### src/rtl/lzw_cam_cell_array.sv
// LZW dictionary CAM: parallel search of NUM_CELL entries, allocate-on-miss, registered results.
// Optional CAM_FLUSH_EN adds a flush input that clears the dictionary like rst.
module lzw_cam_cell_array #(
  parameter int CAM_WIDTH = 8,
  parameter int NUM_CELL  = 4
) (
  input  logic                        clk,
  input  logic                        rst,
`ifdef CAM_FLUSH_EN
  input  logic                        flush,
`endif
  input  logic                        en,
  input  logic [CAM_WIDTH-1:0]        search_key,
  output logic [$clog2(NUM_CELL)-1:0] cam_out,
  output logic                        cam_full,
  output logic                        match_found
);

  localparam int IDX_W = $clog2(NUM_CELL);

  logic [CAM_WIDTH-1:0] data [NUM_CELL];
  logic [NUM_CELL-1:0]  valid;
  logic [NUM_CELL-1:0]  valid_next;
  logic [NUM_CELL-1:0]  hit;
  logic [IDX_W-1:0]     wr_ptr;
  logic [IDX_W-1:0]     hit_idx;
  logic                 any_hit;
  logic                 clear;
  logic                 do_write;

  // rst and flush clear identical state, so rst-over-flush priority needs no extra logic.
`ifdef CAM_FLUSH_EN
  assign clear = rst | flush;
`else
  assign clear = rst;
`endif

  always_comb begin
    hit = '0;
    for (int i = 0; i < NUM_CELL; i++) begin
      hit[i] = valid[i] && (data[i] == search_key);
    end
  end

  assign any_hit = |hit;

  // Scanning downward lets the lowest hit index win.
  always_comb begin
    // NOTE: default assignment first so the comb block can never infer a latch.
    hit_idx = '0;
    for (int i = NUM_CELL - 1; i >= 0; i--) begin
      if (hit[i]) hit_idx = IDX_W'(i);
    end
  end

  assign do_write = !clear && en && !any_hit && !cam_full;

  always_comb begin
    valid_next = valid;
    if (do_write) valid_next[wr_ptr] = 1'b1;
  end

  // NOTE: entry data has no reset; valid bits alone decide whether a cell can hit.
  always_ff @(posedge clk) begin
    if (do_write) data[wr_ptr] <= search_key;
  end

  always_ff @(posedge clk) begin
    // NOTE: non-blocking assignments for all sequential state.
    if (clear) begin
      valid       <= '0;
      wr_ptr      <= '0;
      cam_out     <= '0;
      match_found <= 1'b0;
      cam_full    <= 1'b0;
    end else begin
      valid       <= valid_next;
      cam_full    <= &valid_next;
      match_found <= en && any_hit;
      if (en && any_hit) begin
        cam_out <= hit_idx;
      end else if (do_write) begin
        cam_out <= wr_ptr;
        wr_ptr  <= wr_ptr + IDX_W'(1);
      end
    end
  end

endmodule

### config.mk
export PLATFORM = sky130hd
export DESIGN_NAME = lzw_cam_cell_array
export DESIGN_NICKNAME = d
export VERILOG_FILES = /design/src/rtl/lzw_cam_cell_array.sv
export SDC_FILE = /design/constraint.sdc
export NUM_CORES = 1
export LEC_CHECK = 0
export ABC_AREA = 1
export CAP_MARGIN = 20
export CORE_ASPECT_RATIO = 0.8
export CORE_MARGIN = 4
export CORE_UTILIZATION = 45
export DETAILED_ROUTE_END_ITERATION = 16
export PLACE_DENSITY_LB_ADDON = 0.05
export SLEW_MARGIN = 40
export SYNTH_ARGS = -nofsm -noshare
export SYNTH_HDL_FRONTEND = slang
export SYNTH_SLANG_ARGS = --single-unit
### constraint.sdc
create_clock -name clk -period 2.4 [get_ports clk]
set_input_delay 0.72 -clock clk [delete_from_list [all_inputs] [get_ports clk]]
set_output_delay 0.72 -clock clk [all_outputs]
set_load 0.03 [all_outputs]
==> results of run 1 <==
## layout by cell type (no fill, tap or decap), types with 3 or more instances in the layout
cell and n:
nand2_1 106, dlygate4sd2_1 4, inv_4 3, ha_1 4
a21oi_1 9, xnor2_1 3, edfxtp_1 32, dfxtp_1 10
clkdlybuf4s50_1 6, inv_1 45, clkbuf_8 5, nor2_1 30
inv_2 8, nand3_2 3, buf_4 46, nor2_2 4
nand3_1 19, clkdlybuf4s15_1 3
## routing by layer
layer  track usage  routed length, um
met2        0.2622               2275
met3       0.03065                345
met5             0                  0
met1        0.2634               2572
met4       0.06544                 69
## state kept, by name, summed over array words and instances, names as in the netlist
name and count:
cam_out 2, cam_full 1, match_found 1, valid 4, data 32, wr_ptr 2
## path summary, 6_finish.rpt
path | start | endpoint | slack [ns] | cells past startpoint
hold reg to reg | cam_out[1]$_SDFFE_PP0P_ | cam_out[1]$_SDFFE_PP0P_ | 0.48 | 2
setup / recovery | search_key[5] | data[0][5]$_DFFE_PP_ | 0.15 | 11
setup reg to reg | data[0][7]$_DFFE_PP_ | data[0][5]$_DFFE_PP_ | 0.58 | 12
hold / removal | cam_out[1]$_SDFFE_PP0P_ | cam_out[1]$_SDFFE_PP0P_ | 0.48 | 2
## cells in the mapped netlist
| cell | count | area, sq um |
|---|---|---|
| nand4_1 | 2 | 12.51 |
| nor2_4 | 1 | 11.26 |
| nand3_1 | 20 | 100.1 |
| xnor2_1 | 4 | 35.03 |
| buf_6 | 2 | 22.52 |
| nor2_1 | 33 | 123.9 |
| nand2_2 | 2 | 12.51 |
| inv_4 | 1 | 6.260 |
| nor3_4 | 1 | 16.27 |
| nor3_1 | 2 | 10.01 |
| o21bai_2 | 1 | 11.26 |
| nand3b_1 | 1 | 7.510 |
| nand2_4 | 1 | 11.26 |
| nor2_2 | 1 | 6.260 |
| a21oi_1 | 9 | 45.04 |
| nand2_1 | 106 | 397.9 |
| o21ai_0 | 1 | 5.000 |
| a21boi_0 | 1 | 7.510 |
| buf_4 | 1 | 7.510 |
| ha_1 | 4 | 50.05 |
| clkinv_2 | 1 | 5.000 |
| dfxtp_1 | 10 | 200.2 |
| nand3_2 | 3 | 30.03 |
| o21ai_1 | 2 | 10.01 |
| edfxtp_1 | 32 | 960.9 |
| inv_2 | 7 | 26.28 |
| inv_1 | 49 | 183.9 |
## area by class of cell
| type | count | area share |
|---|---|---|
| Sequential cell | 42 | 0.3880 |
| Multi-Input combinational cell | 195 | 0.3110 |
| Timing Repair Buffer | 63 | 0.1681 |
| Inverter | 58 | 0.07818 |
| Tap cell | 62 | 0.02592 |
| Clock buffer | 6 | 0.02425 |
| Clock inverter | 2 | 0.004599 |
## timing repair
item | 4_1_cts | 5_1_grt
buffers inserted | 2 | 0
gates cloned | 1 | 0
resized for setup | 21 | 7
endpoints found under the setup margin | 33 | 32
pin swaps | 2 | 0
## kinds of logic after synthesis
logic type               Yosys count
adder cells (fa/ha/maj)            4
buffers and inverters             61
AND/OR/NAND/NOR                  173
AO/OA/AOI/OAI                     14
flip-flops                        42
XOR/XNOR                           4
## through the flow
step           cell area [sq um]  TNS (ns)  utilization  total power [mW]  cells
3_3_place_gp                2849    -21.02       0.5690             1.021    417
3_5_place_dp                2849    -21.73       0.5690             1.023    417
5_1_grt                     2993         0       0.5977             1.540    428
6_report                    2993         0       0.5977             1.477    428
2_1_floorplan               2316         0            -            0.9240    298
4_1_cts                     2985         0       0.5962             1.479    428
## worst max-delay path, cell delays in order
cell and delay (ns):
clkdlybuf4s15_1 0.32, inv_2 0.17, nand2_1 0.12, nand2_1 0.09, nor2_1 0.04, nand3_1 0.09, nand2_2 0.08, nor2_4 0.11
buf_4 0.16, nand3_1 0.17, inv_4 0.18
## report_power, final
| group | switching (mW) | internal [mW] |
|---|---|---|
| clock network | 0.258 | 0.206 |
| logic | 0.114 | 0.0900 |
| registers | 0.00975 | 0.800 |
| total | 0.381 | 1.10 |
==> results by group, run 1 <==
Floorplanning
  – Die ar.: 6365 sq um
  – Core area: 5007 sq um
  – Die Wd: 88.21 um
  – Starting density of the core: 0.4625
  – # rows: 23
  – Die H: 72.17 um
  – IO Pins: 15

Critical path
  – Critical path type: in -> reg
  – WP data required: 2.41 ns
  – CP Data Arrival Time: 2.26 ns
  – CP max FO: 8
  – Worst setup SP type: input pin
  – Crit. End Element: flop

Timing
  – Setup violations, final: 0
  – Final Skew: 0.004622 ns
  – Least-Margin Pin Slew: 0.4615 ns
  – Max Transition Viols Final: 0
  – WHS: 0.4831 ns
  – Maximum clock frequency: 0.4442 GHz
  – Relative slew slack: 0.6920
  – Final hold violation count: 0
  – Unrepaired setup endpoints after global routing: false
  – Final setup margin: 0.1486 ns
  – Crit share post-route: 0.9381
  – Final min period: 2.251 ns

Layout
  – Register area: 1161 sq um
  – Fillcell total: 466
  – Layout cell share with drive strength beyond 1: 0.2322
  – # diodes: 0
  – Synthesis-to-finish area growth: 29.23%
  – Multi-input logic area: 930.9 sq um
  – Nets: 380

Logic synthesis
  – Mux share of post-synthesis cell area: 0
  – Synth Register Bits: 42
  – Synth Area in Compound Gates: 0.03404
  – Area share of fa/ha/maj cells after synthesis: 0.02161
  – Netlist cell types: 27
  – Seq/Total Area, Yosys: 0.5014
  – Largest family of logic cells by synthesized area: simple AND/OR/NAND/NOR gates
  – Yosys warning count: 0
  – Post-Syn Nets: 313
  – Post-synthesis simple-gate area fraction: 0.3193
  – Synth Area per Inst: 7.772 sq um
  – Post-Syn Instances: 298
  – Netlist Area Pre-Place: 2316 sq um
  – Post-Synth XOR/XNOR Area: 0.01513

Clocking
  – CTS tree: yes
  – CTS max path bufs: 2
  – CTS root buffer: clkbuf_8
  – Total CTS buffers: 5
  – CTS Hold Bufs: 0
  – CTS H-tree lvls: 2
  – Clock sink count: 42
  – Clock Latency Late Sink: 0.30 ns
  – Reg clk slew, reported paths: 0.08 ns

Detailed routing
  – Total Wirelength: 5.262 mm
  – 1st-pass router iterations: 4
  – DRT antenna net count: 0
  – Vias per inst: 4.661
  – DR DRC count: 0
  – WL/cell: 12.29 um
  – Vias: 1995
  – DR iter-0 viols: 119

Min path
  – Hold/Removal Path Class: reg -> reg

Global routing
  – Overflow left after global routing: 0
  – Antenna violations before repair: 0
  – Total GRT Usage: 0.1782
  – Largest net degree at the start of global routing: 14
  – Global-route wire length before repair: 8.480 mm
  – Vias in the first global route: 1787

Place
  – Port buffer count: 14
  – Dpl ws: -0.6651 ns
  – Gp weighted congestion: 0.8151
  – Post-DP HPWL: 4.032 mm

Pwr
  – Max IR drop VDD: 0.0003830 V
  – Pwr/cell area: 493.5 nW/um^2
  – Leak pwr: 1.467 nW

Status
  – Outcome: complete, no violations

Run
  – Max cap viols: 0
No activity file was read; power rests on OpenSTA's default activity.
==> run 2: changes to the inputs <==
CAP_MARGIN = 5   (was 20)
==> results of run 2 <==
No change in the layout: final DEF, timing and power equal those of run 1.
==> run 3: changes to the inputs <==
PLACE_DENSITY = 0.73   (was not set)
PLACE_DENSITY_LB_ADDON = not set   (was 0.05)
clock period = 2.8 ns   (was 2.4 ns; I/O delays follow)
==> run 3 against run 2 <==
Sequential cell count is the same. Cell area shrank 6.7%. Power shrank 16%. Critical path type unchanged. Largest cell class unchanged. Largest power group unchanged.
==> results by group, run 3 (synthesis results as in run 1) <==
Timing
  – Crit share post-route: 0.9383
  – Unrepaired setup endpoints after global routing: false (unchanged)
  – Setup violations, final: 0 (unchanged)
  – Final hold violation count: 0 (unchanged)
  – Relative slew slack: 0.7483 (was 0.6920)
  – Final min period: 2.627 ns
  – Least-Margin Pin Slew: 0.3763 ns (was 0.4615 ns)
  – Setup tns final: 0 ns (unchanged)
  – Final Skew: 0.01177 ns (was 0.004622 ns)
  – WHS: 0.4893 ns (was 0.4831 ns)
  – Max Transition Viols Final: 0 (unchanged)
  – Maximum clock frequency: 0.3806 GHz

Critical path
  – R2R Path Start: data[0][7]$_DFFE_PP_ (unchanged)
  – Delay-heaviest family, CP: buffers and inverters (unchanged)
  – Number of cells on the critical path: 11 (unchanged)
  – CP max FO: 8 (unchanged)
  – Worst-path cell chain: clkdlybuf4s50_1, inv_2, nor2_2, inv_2, nand3_1, nor2_1, nand3_2, nand2_2, nor2_4, nand3_1, inv_1 (was clkdlybuf4s15_1, inv_2, nand2_1, nand2_1, nor2_1, nand3_1, nand2_2, nor2_4, buf_4, nand3_1, inv_4)
  – FF-to-FF path depth: 11 (was 12)
  – Critical path type: in -> reg (unchanged)
  – CP Data Arrival Time: 2.60 ns (was 2.26 ns)
  – CP peak stage delay: 0.65 ns (was 0.32 ns)
  – Worst setup SP type: input pin (unchanged)
  – Crit Reg-Reg Endpoint: data[3][0]$_DFFE_PP_ (was data[0][5]$_DFFE_PP_)
  – CP Buf/Inv Count: 4 (unchanged)
  – R2R setup slack: 1.02 ns (was 0.58 ns)
  – Max stage delay cell, worst path: clkdlybuf4s50_1 (was clkdlybuf4s15_1)
  – WP data required: 2.77 ns (was 2.41 ns)
  – Crit. End Element: flop (unchanged)

Layout
  – Max FFs per register: 32 (unchanged)
  – Commonest non-fill, non-tap cell in the layout: nand2_1 (unchanged)
  – Biggest regs: data x32, valid x4 (unchanged)
  – Layout cell share with drive strength beyond 1: 0.1445 (was 0.2322)
  – Layout Cells excl Fill: 401 (was 428)
  – Synthesis-to-finish area growth: 20.58% (was 29.23%)
  – Most frequent cells in the layout: 106 x nand2_1, 48 x inv_1, 33 x nor2_1, 32 x edfxtp_1, 20 x nand3_1 (was 106 x nand2_1, 46 x buf_4, 45 x inv_1, 32 x edfxtp_1, 30 x nor2_1)
  – Design Area, Final: 2793 sq um (was 2993 sq um)
  – Top reg by flops: data (unchanged)
  – # diodes: 0 (unchanged)
  – Nets: 353 (was 380)

Clocking
  – CTS root buffer: clkbuf_8 (unchanged)
  – Clock Latency Late Sink: 0.30 ns (about the same)
  – CTS Hold Bufs: 0 (unchanged)
  – Total CTS buffers: 5 (unchanged)
  – CTS max path bufs: 2 (unchanged)
  – CTS H-tree lvls: 2 (unchanged)
  – Reg clk slew, reported paths: 0.09 ns (was 0.08 ns)
  – Clock sink count: 42 (unchanged)
  – Setup Fix Bufs, Post-CTS: 0 (was 2)
  – CTS tree: yes (unchanged)

Run
  – Max cap viols: 0 (unchanged)

Floorplanning
  – IO Pins: 15 (unchanged)
  – Die H: 72.17 um (unchanged)
  – Core area: 5007 sq um (unchanged)
  – Die ar.: 6365 sq um (unchanged)
  – Die Wd: 88.21 um (unchanged)
  – Starting density of the core: 0.4625 (unchanged)
  – # rows: 23 (unchanged)

Place
  – Placed insts: 393 (was 417)
  – Gp weighted congestion: 0.9921 (was 0.8151)
  – Cell area after placement: 2706 sq um (was 2849 sq um)
  – Port buffer count: 14 (unchanged)
  – Post-DP HPWL: 3.856 mm (was 4.032 mm)

Pwr
  – Seq pwr share: 0.558 (was 0.548)
  – Pwr/cell area: 446.4 nW/um^2 (was 493.5 nW/um^2)
  – Power Total: 1.247 mW (was 1.477 mW)
  – Pint: 0.9262 mW (was 1.096 mW)
  – Psw: 0.3204 mW (was 0.3813 mW)
  – Clock Power Share: 0.318 (was 0.314)
  – Max IR drop VDD: 0.0002659 V (was 0.0003830 V)
  – Sw Share: 0.2570 (was 0.2582)
  – Leak pwr: 1.352 nW (was 1.467 nW)
  – Logic pwr share: 0.124 (was 0.138)

Detailed routing
  – DRT antenna net count: 0 (unchanged)
  – 1st-pass router iterations: 4 (unchanged)
  – DR DRC count: 0 (unchanged)
  – Vias per inst: 4.938 (was 4.661)
  – DR iter-0 viols: 158 (was 119)
  – WL/cell: 12.54 um (was 12.29 um)
  – Vias: 1980 (was 1995)
  – Total Wirelength: 5.030 mm (was 5.262 mm)

Global routing
  – Antenna violations before repair: 0 (unchanged)
  – Largest net degree at the start of global routing: 14 (unchanged)
  – M1 GR Usage: 0.2527 (was 0.2634)
  – M3 GR Usage: 0.03859 (was 0.03065)
  – Routing usage on met2: 0.2357 (was 0.2622)
  – Overflow left after global routing: 0 (unchanged)
  – Busiest grt layer: met1 (unchanged)
  – Total GRT Usage: 0.1687 (was 0.1782)
  – Vias in the first global route: 1791 (was 1787)
  – Global-route wire length before repair: 8.231 mm (was 8.480 mm)

Status
  – Outcome: complete, no violations (unchanged)

Min path
  – Hold path start: cam_out[1]$_SDFFE_PP0P_ (unchanged)
  – WHS Path Cells: 2 (unchanged)
  – Hold worst-path end: cam_out[1]$_SDFFE_PP0P_ (unchanged)
  – Hold/Removal Path Class: reg -> reg (unchanged)
[run 3: changes by cell type in the layout (fill, tap and decap cells not counted), sizes merged]
cell,change
clkbuf,-1
clkdlybuf4s50,+8
dlygate4sd2,-4
clkdlybuf4s15,-3
buf,-27
inv,+1
clkinvlp,-1
[run 3: cell type report]
class	count	area [sq um]
flip-flops and latches	42	1161
fillers	472	2215
inverters	58	221.5
clock inverters	2	13.76
clock buffers	6	72.57
well taps	62	77.57
multi-input cells	195	903.4
repair buffers	36	342.8
[run 3: repair_timing]
action,CTS,global route
hold endpoints to repair,0,0
setup endpoints to repair,0,8
gates resized for setup,0,1
[run 3: through the flow]
step                      setup slack, ns    util
final                              0.1727  0.5577
after global routing             0.009297  0.5577
after CTS                          0.1685  0.5577
after detailed placement          -0.1207  0.5405
after global placement           -0.08340  0.5405
after floorplan                    0.4718       -
[run 3: how the worst max path moves through the flow]
stage / startpoint / slack, ns / to
after detailed placement: search_key[0] / -0.12 / data[3][3]$_DFFE_PP_
final: search_key[0] / 0.17 / data[3][0]$_DFFE_PP_
after CTS: search_key[0] / 0.17 / data[3][3]$_DFFE_PP_
after global placement: search_key[1] / -0.08 / data[3][3]$_DFFE_PP_
after global routing: search_key[0] / 0.009 / data[0][4]$_DFFE_PP_
after floorplan: search_key[7] / 0.47 / data[2][0]$_DFFE_PP_
[run 3: worst register-to-register path, cell delays in order (launching register included)]
cell and delay [ns]:
edfxtp_1 0.40, inv_1 0.07, nand2_1 0.05, nand2_1 0.08, inv_2 0.03, nand2_1 0.06, nor2_1 0.05, nand3_2 0.07
nand2_2 0.06, nor2_4 0.19, nand3_1 0.12, inv_1 0.27
[run 3: power groups by stage]
stage               Combinational (mW)  Clock, mW  Sequential [mW]
floorplan                       0.0838          0            0.708
global placement                 0.149          0            0.709
detailed placement               0.153          0            0.709
CTS                              0.154      0.401            0.695
global route                     0.173      0.430            0.697
finish                           0.155      0.397            0.695
[run 3: layer usage]
metal  wire length, um  vias up
li1                  -      999
met1              2419      887
met2              2118       84
met3               381       10
met4               110        0
met5                 0        -
